<file path="config.mk">
export PLATFORM = sky130hd
export DESIGN_NAME = disp_mux_7seg
export DESIGN_NICKNAME = d
export VERILOG_FILES = /design/src/rtl/disp_pkg.sv /design/src/rtl/disp_mux_7seg_hex.sv /design/src/rtl/disp_mux_7seg.sv
export SDC_FILE = /design/constraint.sdc
export NUM_CORES = 1
export LEC_CHECK = 0
export BUFFER_PORTS_ARGS = -buffer_cell sky130_fd_sc_hd__clkbuf_2
export CORE_AREA = 2 2 61 63
export DETAILED_ROUTE_END_ITERATION = 6
export DIE_AREA = 0 0 63 65
export GPL_ROUTABILITY_DRIVEN = 0
export PLACE_DENSITY = 0.77
export SYNTH_ARGS = -nofsm -noshare
export SYNTH_HDL_FRONTEND = slang
export SYNTH_HIERARCHICAL = 1
export SYNTH_SLANG_ARGS = --single-unit
</file>
<file path="constraint.sdc">
create_clock -name clk -period 4.4 [get_ports clk]
set_input_delay 0.66 -clock clk [delete_from_list [all_inputs] [get_ports clk]]
set_output_delay 0.66 -clock clk [all_outputs]
set_load 0.01 [all_outputs]
</file>
<file path="src/rtl/disp_pkg.sv">
// Shared constants for the 7-segment scan multiplexer.
// Segment codes are active-high {g,f,e,d,c,b,a}.
package disp_pkg;

  localparam logic [6:0] SEG_0 = 7'h3F;
  localparam logic [6:0] SEG_1 = 7'h06;
  localparam logic [6:0] SEG_2 = 7'h5B;
  localparam logic [6:0] SEG_3 = 7'h4F;
  localparam logic [6:0] SEG_4 = 7'h66;
  localparam logic [6:0] SEG_5 = 7'h6D;
  localparam logic [6:0] SEG_6 = 7'h7D;
  localparam logic [6:0] SEG_7 = 7'h07;
  localparam logic [6:0] SEG_8 = 7'h7F;
  localparam logic [6:0] SEG_9 = 7'h6F;
  localparam logic [6:0] SEG_A = 7'h77;
  localparam logic [6:0] SEG_B = 7'h7C;
  localparam logic [6:0] SEG_C = 7'h39;
  localparam logic [6:0] SEG_D = 7'h5E;
  localparam logic [6:0] SEG_E = 7'h79;
  localparam logic [6:0] SEG_F = 7'h71;

  localparam logic [6:0] SEG_OFF = 7'h00;
  localparam logic [3:0] AN_OFF  = 4'h0;

  typedef enum logic {
    BLANK = 1'b0,
    SHOW  = 1'b1
  } state_e;

  // Digit k>0 is a leading zero when all nibbles k..3 are zero.
  function automatic logic lz_blank(
    input logic [15:0] v,
    input logic [1:0]  k
  );
    logic r;
    r = 1'b0;
    case (k)
      2'd1:    r = (v[15:4]  == 12'h000);
      2'd2:    r = (v[15:8]  == 8'h00);
      2'd3:    r = (v[15:12] == 4'h0);
      default: r = 1'b0;
    endcase
    return r;
  endfunction

endpackage

</file>
<file path="src/rtl/disp_mux_7seg_hex.sv">
// Combinational hex nibble to active-high
// 7-segment pattern decoder.
module hex_to_7seg
  import disp_pkg::*;
(
  input  logic [3:0] nib_i,
  output logic [6:0] seg_o
);

  // Map each nibble to its glyph.
  always_comb begin
    seg_o = SEG_OFF;
    case (nib_i)
      4'h0: seg_o = SEG_0;
      4'h1: seg_o = SEG_1;
      4'h2: seg_o = SEG_2;
      4'h3: seg_o = SEG_3;
      4'h4: seg_o = SEG_4;
      4'h5: seg_o = SEG_5;
      4'h6: seg_o = SEG_6;
      4'h7: seg_o = SEG_7;
      4'h8: seg_o = SEG_8;
      4'h9: seg_o = SEG_9;
      4'hA: seg_o = SEG_A;
      4'hB: seg_o = SEG_B;
      4'hC: seg_o = SEG_C;
      4'hD: seg_o = SEG_D;
      4'hE: seg_o = SEG_E;
      4'hF: seg_o = SEG_F;
      default: seg_o = SEG_OFF;
    endcase
  end

endmodule

</file>
<file path="src/rtl/disp_mux_7seg.sv">
// Four-digit 7-segment scan multiplexer with
// frame snapshot, inter-digit blanking and LZ blanking.
module disp_mux_7seg
  import disp_pkg::*;
#(
  parameter bit AN_ACT_LOW  = 1'b1,
  parameter bit SEG_ACT_LOW = 1'b1,
  parameter bit BLANK_LZ    = 1'b1
) (
  input  logic        clk,
  input  logic        reset,
  input  logic        s_clk,
  input  logic [15:0] digits,
  input  logic [3:0]  dp_in,
  output logic [3:0]  an,
  output logic [6:0]  seg,
  output logic        dp
);

  logic        s_prev_q;
  logic [1:0]  idx_q, idx_d;
  state_e      state_q, state_d;
  logic [15:0] snap_q, snap_d;
  logic [3:0]  dps_q, dps_d;
  logic [3:0]  an_d;
  logic [6:0]  seg_d;
  logic        dp_d;

  logic        tick;
  logic [3:0]  nib;
  logic [6:0]  seg_hex;
  logic        lz;
  logic [3:0]  an_hi;
  logic [6:0]  seg_hi;
  logic        dp_hi;

  hex_to_7seg u_hex (
    .nib_i (nib),
    .seg_o (seg_hex)
  );

  // Next-state and next-output logic; outputs
  // are derived from next state so they stay registered.
  always_comb begin
    tick    = s_clk & ~s_prev_q;
    idx_d   = tick ? idx_q + 2'd1 : idx_q;
    snap_d  = snap_q;
    dps_d   = dps_q;
    if (tick && idx_q == 2'd3) begin
      snap_d = digits;
      dps_d  = dp_in;
    end
    state_d = (state_q == SHOW && tick) ? BLANK : SHOW;
    nib     = snap_d[{idx_d, 2'b00} +: 4];
    lz      = BLANK_LZ && lz_blank(snap_d, idx_d);
    an_hi   = AN_OFF;
    seg_hi  = SEG_OFF;
    dp_hi   = 1'b0;
    if (state_d == SHOW) begin
      an_hi  = 4'b0001 << idx_d;
      seg_hi = lz ? SEG_OFF : seg_hex;
      dp_hi  = dps_d[idx_d];
    end
    an_d  = an_hi ^ {4{AN_ACT_LOW}};
    seg_d = seg_hi ^ {7{SEG_ACT_LOW}};
    dp_d  = dp_hi ^ SEG_ACT_LOW;
  end

  // Scan FSM, snapshot and registered outputs.
  always_ff @(posedge clk) begin
    if (reset) begin
      s_prev_q <= 1'b0;
      idx_q    <= 2'd0;
      state_q  <= BLANK;
      snap_q   <= 16'h0000;
      dps_q    <= 4'h0;
      an       <= AN_OFF ^ {4{AN_ACT_LOW}};
      seg      <= SEG_OFF ^ {7{SEG_ACT_LOW}};
      dp       <= SEG_ACT_LOW;
    end else begin
      s_prev_q <= s_clk;
      idx_q    <= idx_d;
      state_q  <= state_d;
      snap_q   <= snap_d;
      dps_q    <= dps_d;
      an       <= an_d;
      seg      <= seg_d;
      dp       <= dp_d;
    end
  end

endmodule

</file>
==> results of run 1 <==
[path summary, 6_finish.rpt]
| kind | slack [ns] | to | cells past startpoint | startpoint |
|---|---|---|---|---|
| max | 1.37 | seg[3] | 10 | idx_q[0] |
| min | 0.50 | dps_q[2] | 2 | dps_q[2] |
| min reg2reg | 0.50 | dps_q[2] | 2 | dps_q[2] |
| max reg2reg | 1.37 | seg[3] | 10 | idx_q[0] |
[sequential cells by signal, summed over array words and instances, names as in the netlist]
name,count
an,4
dp,1
snap_q,16
idx_q,2
state_q,1
seg,7
dps_q,4
s_prev_q,1
[synthesized netlist by cell type, types with 5 or more instances]
| library cell | count | area, sq um |
|---|---|---|
| o311ai_1 | 7 | 61.3 |
| mux2_2 | 6 | 67.6 |
| nand2b_1 | 5 | 31.3 |
| dfxtp_1 | 36 | 721 |
| nor2_1 | 25 | 93.8 |
| ha_1 | 8 | 100 |
| mux2i_1 | 21 | 210 |
| inv_1 | 7 | 26.3 |
| o22ai_1 | 10 | 62.6 |
[metrics by stage]
stage,cell area [sq um],hold slack (ns),setup slack [ns],instances
after detailed placement,1970,0.488,1.23,249
after global placement,1970,0.476,1.29,249
after global routing,2030,0.530,1.19,257
final,2030,0.504,1.37,257
after floorplan,1800,0.459,1.62,175
after CTS,2030,0.514,1.40,257
[final cells by class]
| type | instances | area (sq um) |
|---|---|---|
| Fill cell | 328 | 1470 |
| Multi-Input combinational cell | 123 | 987 |
| Timing Repair Buffer | 35 | 178 |
| Inverter | 7 | 26.3 |
| Tap cell | 48 | 60.1 |
| Clock buffer | 5 | 37.5 |
| Sequential cell | 36 | 721 |
| Clock inverter | 3 | 18.8 |
[cells by family (layout without fill, tap and decap cells)]
group	Yosys count	in the layout	synth area share (%)
fa+ha+maj	8	8	5.55
buf+inv	16	50	5.27
flops	36	36	40.0
simple gates	53	53	16.2
xor+xnor	1	1	0.486
compound gates	31	31	13.7
mux	30	30	18.9
[power groups by stage]
stage | clock network, mW | logic [mW] | registers, mW
floorplan | 0 | 0.0578 | 0.360
global route | 0.198 | 0.108 | 0.350
detailed placement | 0 | 0.0978 | 0.355
global placement | 0 | 0.0973 | 0.355
CTS | 0.184 | 0.0979 | 0.348
finish | 0.178 | 0.0980 | 0.348
[tightest hold or removal path, cell delays in order, from the launching register on]
cell and delay, ns:
dfxtp_1 0.32, mux2i_1 0.08, nor2_1 0.08
[routing by layer]
| metal | part of all wire [%] | track usage (%) | up-vias |
|---|---|---|---|
| met4 | 1.8 | 8.61 | 0 |
| met5 | 0 | 0 | - |
| met2 | 45 | 29.8 | 38 |
| li1 | - | - | 706 |
| met3 | 4.7 | 6.08 | 8 |
| met1 | 48 | 23.2 | 627 |
==> results.md, run 1 <==
* Initial core utilization at 51.6%
* Final #Nets at 239
* Residual DRC count at 0
* Die H at 65 microns
* Number of synthesized register bits at 36
* I/O pins at 35
* Clock power share at 28.5%
* Crit path DAT at 3.29 ns
* Commonest non-fill, non-tap cell in the layout: dfxtp_1
* Pre-antenna DRT Iters at 4
* Post-Syn Nets at 206
* Flop pwr share at 55.8%
* Status: complete, no violations
* DR vias/cell at 5.37
* Post-cts resize count at 0
* Synthesis Warnings at 6
* CTS Hold Bufs at 0
* Max Freq at 0.330 GHz
* Power, Total at 0.624 mW
* Post-synthesis sequential area ratio at 40.0%
* Max Slew Vio Count at 0
* Most frequent cells in the layout: 36 x dfxtp_1, 34 x clkbuf_2, 25 x nor2_1
* Synth Flop Type: dfxtp_1
* Max incr delay on CP at 0.49 ns
* Cell-internal power at 0.444 mW
* Slew @ Worst Pin at 0.884 ns
* Comb power frac at 15.7%
* Cell area after synthesis at 1800 sq um
* Sw frac at 28.9%
* Final WL at 3550 microns
* Layout cells sized above 1 at 28.2%
* Critical path type: reg -> reg
* Max cap viols at 0
* RSZ-0062 raised after global routing: no
* Peak VDD IR at 0.000150 V
* Total number of vias at 1,379
* End-of-flow core utilization at 58.0%
* Post-Synthesis Cells at 175
* H-tree depth at 2
* DIE AREA at 4100 sq um
* Post-route ant nets at 0
* WP buf/inv at 2
* DRT iter0 DRCs at 46
* Post-DP HPWL at 2550 microns
* Synthesis-to-finish area growth at 12.5%
* Req. time, crit path at 4.66 ns
* Die width at 63 microns
* Startpoint Class: flop
* Sink Count at 36
* Drt wl/cell at 13.8 microns
* First-pass GRT wire length at 5870 microns
* Hold/Removal Path Class: reg -> reg
* CTS tree: built
* Post-synth cell types at 40
* CP Cell Sequence: ha_1 > and4b_1 > a31oi_1 > o22ai_1 > or2_1 > inv_1 > ha_1 > inv_1 > mux4_1 > o311ai_1
* Largest net degree at the start of global routing at 26
* Mean post-synth cell area at 10.3 sq um
* P_sw at 0.180 mW
* Worst skew pair latency at 0.36 ns
* Relative slew slack at 41.1%
* Num CTS Buffers at 5
* Core box area at 3500 sq um
* Rows at 22
* Clk pin slew, worst setup/hold paths at 0.12 ns
* Gr ovfl total at 0
* Fin. Hold Viols at 0
* Gr usage total at 18.8%
* Number of port buffers at 34
* Final setup vio count at 0
* Worst-path fanout max at 9
* Endpoint class of the critical path: flop
* Clock Skews at 0.0151 ns
* Slowest cell on the critical path: dfxtp_1
* Post-synth EDFFs at 0
* Number of post-CTS setup repair buffers at 0
* Minimum clock period at 3.03 ns
* Antenna Cells at 0
* Ys async rst share at 0%
* Power density cells at 308 nW/um^2
* Final TNS setup at 0 ns
* Vias in the first global route at 1,300
* Lkg Pwr at 0.943 nW
* Final Cycle Share at 68.8%
* Max clock buf depth at 2
* Antenna violations before repair at 0
* CP delay by family, top: compound AO/OA/AOI/OAI gates
* CTS Root Cell: clkbuf_4
No activity file was read; power rests on OpenSTA's default activity.
==> run 2: changes to the inputs <==
clock period = 2.9 ns   (was 4.4 ns; I/O delays follow)
==> run 2 against run 1 <==
Net effect:
- final cell count rose by 3.5%
- fmax increased by 13%
- largest power group unchanged
- sequential cell count is the same
- critical path type unchanged
- register-to-register slack got worse by 1.2 ns
- setup slack lost 1.2 ns
- utilization up 2.4 points
- largest cell class unchanged
- die area unchanged
- sequential share of layout area fell by 1.4 points
==> results.md, run 2 (synthesized netlist as in run 1, its figures left out) <==
* Area taken by flip-flops and latches at 721 sq um (unchanged)
* DRT iter0 DRCs at 40 (-13%)
* Crit path DAT at 2.93 ns (-0.36 ns)
* Flop pwr share at 55.5% (-0.3 points)
* Largest Register: snap_q
* Largest net degree at the start of global routing at 26 (unchanged)
* Met2 Use GR at 31.3% (+1.5 points)
* Rows at 22 (unchanged)
* CTS tree: built
* Inst Count DP at 259 (+4.0%)
* GRT Max-Usage Layer: met2
* Total number of vias at 1,409 (+2.2%)
* Multi-input gate area at 993 sq um (+0.63%)
* Status: complete, no violations
* Antenna Cells at 0 (unchanged)
* Worst-path fanout max at 5 (-4)
* First-pass GRT wire length at 6100 microns (+4.0%)
* Final #Nets at 249 (+4.2%)
* Minimum clock period at 2.69 ns (-0.338 ns)
* Synthesis-to-finish area growth at 17.1%
* Final Worst Setup Slack at 0.210 ns (-1.16 ns)
* DIE AREA at 4100 sq um (unchanged)
* Final WL at 3590 microns (+1.0%)
* P_sw at 0.260 mW (+44%)
* H-tree depth at 2 (unchanged)
* Layout cells sized above 1 at 31.2% (+3.0 points)
* Slew @ Worst Pin at 0.486 ns (-0.398 ns)
* Vias in the first global route at 1,336 (+2.8%)
* CTS Root Cell: clkbuf_4
* Post-DP HPWL at 2710 microns (+6.5%)
* Final TNS setup at 0 ns (unchanged)
* Worst skew pair latency at 0.33 ns (-0.03 ns)
* Clock power share at 26.3% (-2.2 points)
* Drt wl/cell at 13.5 microns (-2.4%)
* DR vias/cell at 5.30 (-1.3%)
* Sw frac at 27.5% (-1.3 points)
* Pre-antenna DRT Iters at 4 (unchanged)
* Hold/Removal Path Class: in -> reg
* Power density cells at 447 nW/um^2 (+45%)
* Power, Total at 0.943 mW (+51%)
* Post-Place Setup Slack at 0.0348 ns (-1.20 ns)
* Final setup vio count at 0 (unchanged)
* CTS Hold Bufs at 0 (unchanged)
* Number of post-CTS setup repair buffers at 0 (unchanged)
* I/O pins at 35 (unchanged)
* Peak VDD IR at 0.000283 V (+89%)
* Max clock buf depth at 2 (unchanged)
* Final Cycle Share at 92.8% (+24 points)
* Cell-internal power at 0.684 mW (+54%)
* Biggest regs: snap_q (16), seg (7)
* Post-route ant nets at 0 (unchanged)
* Placed Area at 2060 sq um (+4.4%)
* Non-filler cells in the finished layout at 266 (+3.5%)
* Antenna violations before repair at 0 (unchanged)
* Lkg Pwr at 0.990 nW (+5.0%)
* Comb power frac at 18.2% (+2.5 points)
* Final Instance Area at 2110 sq um (+4.1%)
* Core box area at 3500 sq um (unchanged)
* Number of port buffers at 34 (unchanged)
* Max cap viols at 0 (unchanged)
* Relative slew slack at 67.6% (+27 points)
* Max Slew Vio Count at 0 (unchanged)
* Max FFs per register at 16 (unchanged)
* # fillers at 303 (-7.6%)
* Critical path type: reg -> reg
* Endpoint class of the critical path: flop
* Met1 Track Usage GR at 24.3% (+1.1 points)
* Fin. Hold Viols at 0 (unchanged)
* Most frequent cells in the layout: 36 x dfxtp_1, 34 x clkbuf_2, 25 x nor2_1
* Startpoint Class: flop
* Req. time, crit path at 3.14 ns (-1.52 ns)
* Post-cts resize count at 0 (unchanged)
* Gr usage total at 19.0% (+0.17 points)
* Sink Count at 36 (unchanged)
* RSZ-0062 raised after global routing: no
* GR Util met3 at 4.86% (-1.2 points)
* Clk pin slew, worst setup/hold paths at 0.11 ns (about the same)
* Gr ovfl total at 0 (unchanged)
* Commonest non-fill, non-tap cell in the layout: dfxtp_1
* Residual DRC count at 0 (unchanged)
* Max Freq at 0.372 GHz (+13%)
* Clock Skews at 0.00750 ns (-0.00762 ns)
* Num CTS Buffers at 5 (unchanged)
* Initial core utilization at 51.6% (unchanged)
* Die width at 63 microns (unchanged)
* Die H at 65 microns (unchanged)
==> run 2: cell types whose count changed in the layout (fill, tap and decap cells not counted), sizes merged <==
cell	change
clkinv	-2
buf	+10
clkbuf	+1
==> run 2: power groups by stage <==
| stage | clock network, mW | registers (mW) | logic (mW) |
|---|---|---|---|
| after floorplan | 0 | 0.547 | 0.0877 |
| after global placement | 0 | 0.535 | 0.169 |
| after detailed placement | 0 | 0.535 | 0.171 |
| after CTS | 0.255 | 0.524 | 0.171 |
| after global routing | 0.271 | 0.525 | 0.190 |
| final | 0.248 | 0.524 | 0.172 |
==> run 2: worst paths after layout <==
kind / slack, ns / from / endpoint / cells after the start
worst max-delay path: 0.21 / idx_q[0] / seg[3] / 9
worst min-delay path: 0.37 / dp_in[2] / dps_q[2] / 3
worst max register to register: 0.21 / idx_q[0] / seg[3] / 9
worst min register to register: 0.43 / state_q / state_q / 1
==> run 2: critical path: stages, from the launching register on <==
cell	delay, ns
dfxtp_1	0.33
ha_1	0.34
and4b_1	0.22
a31oi_2	0.31
o22ai_1	0.14
or2_1	0.28
inv_1	0.15
ha_1	0.26
mux4_1	0.49
o311ai_1	0.08
==> run 2: through the flow <==
stage | util, % | hold slack (ns)
floorplan | - | 0.459
global placement | 58.9 | 0.416
detailed placement | 58.9 | 0.418
CTS | 60.2 | 0.360
global route | 60.4 | 0.381
finish | 60.4 | 0.367
==> run 2: area by class of cell <==
cell class	instances	area share (%)
multi-input combinational	123	47.0
sequential	36	34.1
timing repair buffer	45	12.6
tap	48	2.84
clock buffer	6	1.95
inverter	7	1.24
clock inverter	1	0.237
==> run 2: layer usage <==
layer | share of wire (%) | wire length [microns]
met3 | 6.0 | 214
met1 | 47 | 1680
met4 | 1.3 | 45
met5 | 0 | 0
met2 | 46 | 1650
